--- src/rtl/buffer_feed_scheduler_pkg.sv ---
// Shared configuration for the row-buffer feed path: FSM encoding and the
// default geometry used when the scheduler sits next to the row buffers.
package Config;

  typedef enum logic [1:0] {
    IDLE = 2'd0,
    RUN  = 2'd1,
    DONE = 2'd2
  } feed_state_t;

  localparam int FEED_ROWS  = 4;
  localparam int FEED_LEN_W = 8;

endpackage

--- src/rtl/buffer_feed_scheduler.sv ---
// Read-side sequencer for the per-row operand buffers. Issues a skewed
// (diagonal) read window so row i is read from step i for len steps, and
// freezes the whole schedule whenever an active row is empty so the skew
// between rows is never broken.
module buffer_feed_scheduler
  import Config::*;
#(
  parameter int ROWS    = FEED_ROWS,
  parameter int LEN_W   = FEED_LEN_W,
  parameter int STALL_W = 16
) (
  input  logic               clk,
  input  logic               rstn,      // synchronous, active-high
  input  logic               start,
  input  logic [LEN_W-1:0]   len,
  input  logic [ROWS-1:0]    empty,
  output logic [ROWS-1:0]    rd_en,
  output logic [ROWS-1:0]    valid,
  output logic               busy,
  output logic               done,
  output logic [STALL_W-1:0] stall_cnt
);

  // Step counter spans len+ROWS-2 at max len without wrapping.
  localparam int T_W = LEN_W + $clog2(ROWS) + 1;

  feed_state_t        state_q, state_d;
  logic [T_W-1:0]     t_q, t_d;
  logic [LEN_W-1:0]   len_q, len_d;
  logic [STALL_W-1:0] stall_q, stall_d;
  logic [T_W-1:0]     t_end;
  logic [ROWS-1:0]    active;
  logic               run;
  logic               stall;

  assign run   = (state_q == RUN);
  assign t_end = T_W'(len_q) + T_W'(ROWS - 2);

  // Per-row diagonal window: row i is live for i <= t < i+len_q.
  for (genvar gi = 0; gi < ROWS; gi++) begin : g_row
    assign active[gi] = (t_q >= T_W'(gi)) && (t_q < (T_W'(gi) + T_W'(len_q)));
  end

  // Any live row without data freezes every row; idle rows' flags are don't-care.
  assign stall     = run & |(active & empty);
  assign rd_en     = {ROWS{run & ~stall}} & active;
  assign valid     = rd_en;
  assign busy      = (state_q != IDLE);
  assign done      = (state_q == DONE);
  assign stall_cnt = stall_q;

  // Next-state: schedule sequencing, step advance and saturating stall count.
  always_comb begin
    state_d = state_q;
    t_d     = t_q;
    len_d   = len_q;
    stall_d = stall_q;
    case (state_q)
      IDLE: begin
        if (start) begin
          stall_d = '0;
          if (len != '0) begin
            len_d   = len;
            t_d     = '0;
            state_d = RUN;
          end else begin
            state_d = DONE;
          end
        end
      end
      RUN: begin
        if (stall) begin
          if (stall_q != '1) stall_d = stall_q + STALL_W'(1);
        end else if (t_q == t_end) begin
          state_d = DONE;
        end else begin
          t_d = t_q + T_W'(1);
        end
      end
      DONE:    state_d = IDLE;
      default: state_d = IDLE;
    endcase
  end

  // State registers; reset aborts any schedule without a done pulse.
  always_ff @(posedge clk) begin
    if (rstn) begin
      state_q <= IDLE;
      t_q     <= '0;
      len_q   <= '0;
      stall_q <= '0;
    end else begin
      state_q <= state_d;
      t_q     <= t_d;
      len_q   <= len_d;
      stall_q <= stall_d;
    end
  end

endmodule

--- config.mk ---
export PLATFORM = sky130hd
export DESIGN_NAME = buffer_feed_scheduler
export DESIGN_NICKNAME = d
export VERILOG_FILES = /design/src/rtl/buffer_feed_scheduler_pkg.sv /design/src/rtl/buffer_feed_scheduler.sv
export SDC_FILE = /design/constraint.sdc
export NUM_CORES = 1
export LEC_CHECK = 0
export CAP_MARGIN = 20
export CORE_MARGIN = 2
export CORE_UTILIZATION = 45
export CTS_BUF_LIST = sky130_fd_sc_hd__clkbuf_2 sky130_fd_sc_hd__clkbuf_4 sky130_fd_sc_hd__clkbuf_8
export CTS_CLUSTER_SIZE = 28
export DETAILED_ROUTE_END_ITERATION = 8
export GPL_TIMING_DRIVEN = 0
export MAX_ROUTING_LAYER = met4
export PLACE_DENSITY = 0.72
export SLEW_MARGIN = 20
export SYNTH_ARGS = -nofsm -noshare
export SYNTH_HDL_FRONTEND = slang
export SYNTH_SLANG_ARGS = --single-unit
--- constraint.sdc ---
create_clock -name clk -period 4.8 [get_ports clk]
set_input_delay 1.44 -clock clk [delete_from_list [all_inputs] [get_ports clk]]
set_output_delay 1.44 -clock clk [all_outputs]
set_load 0.01 [all_outputs]
; Word level (Yosys, flattened, before mapping)
; Cells that the tools add are included.
; W data, S select, Z words.
[word_totals]
ff_bits = 37
inputBits = 15
output_inout_bits = 26
elab_cells = 60
[op_classes]
add_sub_neg = 5
magnitude_cmp = 8
n_eq_ne = 11
mux = 14
bitwise_logic = 5
n_reduce_logical = 13
[ops]
columns = operator, n
row1 = $mux W16, 3
row2 = $mux W11, 4
row3 = $lt A11 B9 Y1, 3
row4 = $pmux W16 S2, 1
row5 = $ge A11 B1 Y1 const B, 2
row6 = $ge A11 B2 Y1 const B, 2
row7 = $pmux W11 S2, 1
row8 = $add A2 B8 Y9 const A, 2
row9 = $add A16 B1 Y16 const B, 1
row10 = $ne A16 B16 Y1 const B, 1
row11 = $add A11 B1 Y11 const B, 1
row12 = $eq A11 B9 Y1, 1
row13 = $lt A11 B8 Y1, 1
row14 = $add A1 B8 Y9 const A, 1
row15 = $and A4 B4 Y4, 2
row16 = $mux W2, 4
row17 = $ne A2 B2 Y1 const B, 4
row18 = $reduce_bool A8 Y1, 1
row19 = $ne A2 B1 Y1 const B, 3
row20 = $reduce_and A3 Y1, 2
row21 = $reduce_and A5 Y1, 1
row22 = $logic_and A1 B1 Y1, 4
row23 = $pmux W2 S2, 1
row24 = $reduce_and A4 Y1, 1
row25 = 7 further kinds, 9

; Longest topological paths before layout
[logic_depth]
ltp_word = 9
ltp_mapped = 16

; Worst setup path before layout
; No wires, ideal clock.
[synth_path]
path_type = register -> output
from = reg len_q[3]
to = out valid[3]
arrival_time_ps = 3217
required_time_ps = 3360
slack_ps = 143
path_stages_with_launch = 17
n_path_buf = 3
path_cell_list = dfxtp_1 > clkbuf_1 > clkinv_1 > nor4_1 > nand2_1 > xnor2_1 > ha_1 > nand4_1 > a21oi_1 > o31ai_2 > a32o_1 > o21ai_4 > and2_2 > buf_2 > nand2_1 > nor3_1 > buf_4
[synth_between]
elab_chain_cells = 9
elab_cells_between_ends = 17
cone_classes = add/sub (3) / order compare (4) / bitwise (5) / reduce/logical (5)
[synth_rtl]
columns = item, line
row1 = start: declaration, buffer_feed_scheduler.sv:29  ; logic [LEN_W-1:0] len_q, len_d;
row2 = start signal: assignment, buffer_feed_scheduler.sv:95  ; len_q <= len_d;
row3 = $add A1 B8 Y9 / $add A2 B8 Y9 (equally long branches), buffer_feed_scheduler.sv:41  ; assign active[gi] = (t_q >= T_W'(gi)) && (t_q < (T_W'(gi) + T_W'(len_q)));
row4 = $lt A11 B9 Y1, buffer_feed_scheduler.sv:41
row5 = $logic_and A1 B1 Y1, buffer_feed_scheduler.sv:41
row6 = $and A4 B4 Y4, buffer_feed_scheduler.sv:45  ; assign stall = run & |(active & empty);
row7 = $reduce_or A4 Y1, buffer_feed_scheduler.sv:45
row8 = $and A1 B1 Y1, buffer_feed_scheduler.sv:45
row9 = $not A1 Y1, buffer_feed_scheduler.sv:46  ; assign rd_en = {ROWS{run & ~stall}} & active;
row10 = $and A1 B1 Y1, buffer_feed_scheduler.sv:46
row11 = $and A4 B4 Y4 (*), buffer_feed_scheduler.sv:46
row12 = end: declaration, buffer_feed_scheduler.sv:18  ; output logic [ROWS-1:0] valid,
; Every way passes the cells marked *; elsewhere a longest branch is shown, timed or not.

; Worst setup path in the final report
[layout_path]
from = reg len_q[2]
to = out rd_en[0]
[layout_between]
elab_chain_cells = 9
elab_cells_between_ends = 17
cone_classes = add/sub (3) / order compare (4) / bitwise (5) / reduce/logical (5)
[layout_rtl]
columns = item, line
row1 = $add A1 B8 Y9 / $add A2 B8 Y9 (equally long branches), buffer_feed_scheduler.sv:41
row2 = $lt A11 B9 Y1, buffer_feed_scheduler.sv:41
row3 = $logic_and A1 B1 Y1, buffer_feed_scheduler.sv:41
row4 = $and A4 B4 Y4, buffer_feed_scheduler.sv:45
row5 = $reduce_or A4 Y1, buffer_feed_scheduler.sv:45
row6 = $and A1 B1 Y1, buffer_feed_scheduler.sv:45
row7 = $not A1 Y1, buffer_feed_scheduler.sv:46
row8 = $and A1 B1 Y1, buffer_feed_scheduler.sv:46
row9 = $and A4 B4 Y4 (*), buffer_feed_scheduler.sv:46
row10 = end: declaration, buffer_feed_scheduler.sv:17  ; output logic [ROWS-1:0] rd_en,
; Marked as above.

==> results.tsv <==
metric	value	unit
crit_path_end_kind	primary output	
clockBufferDepth	2	
syn_nets	449	
synth_edf_count	0	
drc_errors	1	
core_area	6719	um^2
finalPower	831.4	uW
nFillCells	599	
routed_via_density	5.875	
cts_tree	built	
finalSetupTns	0	ps
fin_cells	537	
period_share	97.64	%
min_path_type	register to register	
die_w	87.06	um
synth-warning-count	0	
maxCapViolCount	0	
netlist_area	3104	um^2
final_max_slew_viol_count	0	
synth_ff_type	dfxtp_1	
cp_slowest_stage_delay	350	ps
postRouteAntennaNets	0	
ys_seq_area_share	23.86	%
cp_cell_sequence	buf_8, clkinvlp_4, nor4_4, nand2_1, xnor2_1, ha_1, nand4_1, a21oi_2, o31ai_2, a32o_2, o21ai_4, and2_4, and4_4, dlygate4sd2_1	
cp_max_fo	6	
vdd_drop_max	0.1262	mV
synth_seq_cells	37	
postSynthCellCount	393	
pin_count	41	
relSlewSlack	32.78	%
die_area	7579	um^2
vias	3155	
layout-drive-gt1-share	17.51	%
crit_type	register to primary output	
critical_path_arrival	3250	ps
clkSinkCount	37	
async_flop_share	0	%
initial_core_util	46.20	%
routabilityCongestion	0.9111	
htreeDepth	2	
hold_buffers	0	
antenna_found_initial	0	
avgRoutedWirePerCell	15.97	um
wl	8578	um
num_antenna_cells	0	
cp_slowest_cell	dfxtp_2	
finalSetupViolations	0	
gr-usage-all-layers	24.09	%
synth_cell_types	53	
cpLargestDelayFamily	simple AND/OR/NAND/NOR gates	
synth.avg_cell_area	7.899	um^2
fin_crit	4687	ps
grt_pass1_wl	14240	um
place_inst	512	
dp_hpwl	6162	um
grt_pass1_vias	3042	
num_rows	30	
area_growth	27.77	%
numCtsBuffers	5	
clkSlewWorstSetupHoldPaths	70	ps
required	3360	ps
setup.worst_path.start_class	register	
io_buffers	39	
root_buffer	clkbuf_8	
finClkSkew	11.52	ps
powerDensity	209.6	nW/um^2
p_leak	1.549	nW
grt_max_degree	12	
drtIter0Drc	241	
status	complete, but fails checks	
critPathBufInv	3	
max_freq	0.2134	GHz
final_nets	512	
die_h	87.06	um
grt_remaining_overflow	0	
violations	design-rule violations	
hold_viol	0	
clk_latency	290	ps
drtPass1Iterations	6	
worstMarginPinSlew	999.1	ps
-- metrics by stage --
stage                     area, um^2  utilization, %  hold slack (ps)  setup slack [ps]
after detailed placement        3595           53.50            467.9            -726.6
final                           3966           59.03            479.6             113.2
after CTS                       3879           57.73            478.5             35.00
after global placement          3595           53.50            462.6            -701.0
after global routing            3966           59.03            516.0            -31.33
after floorplan                 3104               -            449.6             142.8
-- placed cells by master, fill, tap and decap left out, types with 3 or more instances in the layout --
| cell | count |
|---|---|
| or2_2 | 3 |
| inv_1 | 15 |
| clkbuf_8 | 6 |
| a211oi_1 | 3 |
| ha_1 | 40 |
| xnor2_1 | 18 |
| a31oi_1 | 5 |
| nor4_1 | 8 |
| dfxtp_4 | 4 |
| nand2_1 | 40 |
| o211ai_1 | 3 |
| buf_4 | 25 |
| clkbuf_2 | 5 |
| nor3_1 | 7 |
| xor2_1 | 6 |
| nor2b_1 | 3 |
| clkdlybuf4s50_1 | 31 |
| clkbuf_1 | 7 |
| o31ai_1 | 5 |
| o311ai_0 | 3 |
| nor2_1 | 24 |
| dfxtp_1 | 31 |
| nand4_1 | 12 |
| a21oi_1 | 30 |
| nor3_4 | 3 |
| and3_1 | 6 |
| nand3_1 | 26 |
| o21ai_0 | 13 |
| nand2b_1 | 6 |
| nor3b_1 | 3 |
| nand3b_1 | 3 |
| or3_1 | 4 |
| a21o_1 | 10 |
-- worst min-delay path, cell delays in order, from the launching register on --
cell     delay, ps
dfxtp_1        330
nand2_1         60
a21oi_1         50
-- cells by family after synthesis --
logic type	after synthesis	synth area share [%]
multiplexers	1	0.3225
AO/OA/AOI/OAI	86	18.26
flip-flops	37	23.86
XOR/XNOR	24	6.771
buffers and inverters	38	5.764
AND/OR/NAND/NOR	166	28.50
adder cells (fa/ha/maj)	41	16.53
-- Yosys cell counts, types with 2 or more instances --
master    instances  area [um^2]
a211oi_1          4        30.03
a21o_1           10        75.07
a21oi_1          32        160.2
a31oi_1           5        31.28
and2_2            2        15.01
and3_1            7        43.79
and4_1            2        17.52
buf_2             2        10.01
buf_4             5        37.54
buf_6             2        22.52
clkbuf_1         10        37.54
dfxtp_1          37        740.7
ha_1             41        513.0
inv_1            18        67.56
nand2_1          41        153.9
nand2b_1          6        37.54
nand3_1          26        130.1
nand3b_1          3        22.52
nand4_1          12        75.07
nand4b_1          2        17.52
nor2_1           25        93.84
nor2b_1           3        18.77
nor3_1           10        50.05
nor3b_1           3        22.52
nor4_1            9        56.30
o211ai_1          3        22.52
o21a_1            2        15.01
o21ai_0          13        65.06
o311ai_0          3        26.28
o31ai_1           5        37.54
or2_2             3        18.77
or3_1             4        25.02
xnor2_1          18        157.7
xor2_1            6        52.55
-- final timing paths --
kind                 start           end  slack, ps  depth (start not counted)
hold / removal    len_q[6]      len_q[6]        480                          2
setup / recovery  len_q[2]      rd_en[0]        110                         14
hold reg to reg   len_q[6]      len_q[6]        480                          2
setup reg to reg  len_q[2]  stall_cnt[9]       1040                         16
-- metal layers --
layer | track usage, % | share of wire (%) | vias up | wire, um
li1 | - | - | 1546 | -
met1 | 29.35 | 45 | 1497 | 3885
met2 | 39.49 | 49 | 96 | 4161
met3 | 3.886 | 4.2 | 16 | 361
met4 | 9.943 | 2.0 | 0 | 170
met5 | - | 0 | - | 0
-- state kept, by name, indices dropped and copies added, names as in the netlist --
signal / flops
state_q: 2
stall_cnt: 16
len_q: 8
t_q: 11
-- cell type report --
type / instances / area, um^2 / area share [%]
Buffer: 16 / 106.4 / 2.681
Clock inverter: 1 / 30.03 / 0.7571
Sequential cell: 37 / 758.2 / 19.12
Tap cell: 80 / 100.1 / 2.524
Inverter: 19 / 83.83 / 2.114
Timing Repair Buffer: 59 / 514.2 / 12.97
Multi-Input combinational cell: 318 / 2283 / 57.57
Clock buffer: 7 / 90.09 / 2.271
-- what timing repair did --
item | CTS | global route
pin swaps | 6 | 8
buffers inserted | 11 | 9
resized for setup | 41 | 20
endpoints found under the setup margin | 8 | 8
-- where the power goes --
group	internal, mW	leakage [nW]	switching [mW]	total [mW]
Clock	0.175	0.0619	0.115	0.290
Combinational	0.0981	1.18	0.117	0.215
Sequential	0.314	0.303	0.0123	0.327
Note: power is estimated with default switching activity, not from simulation.
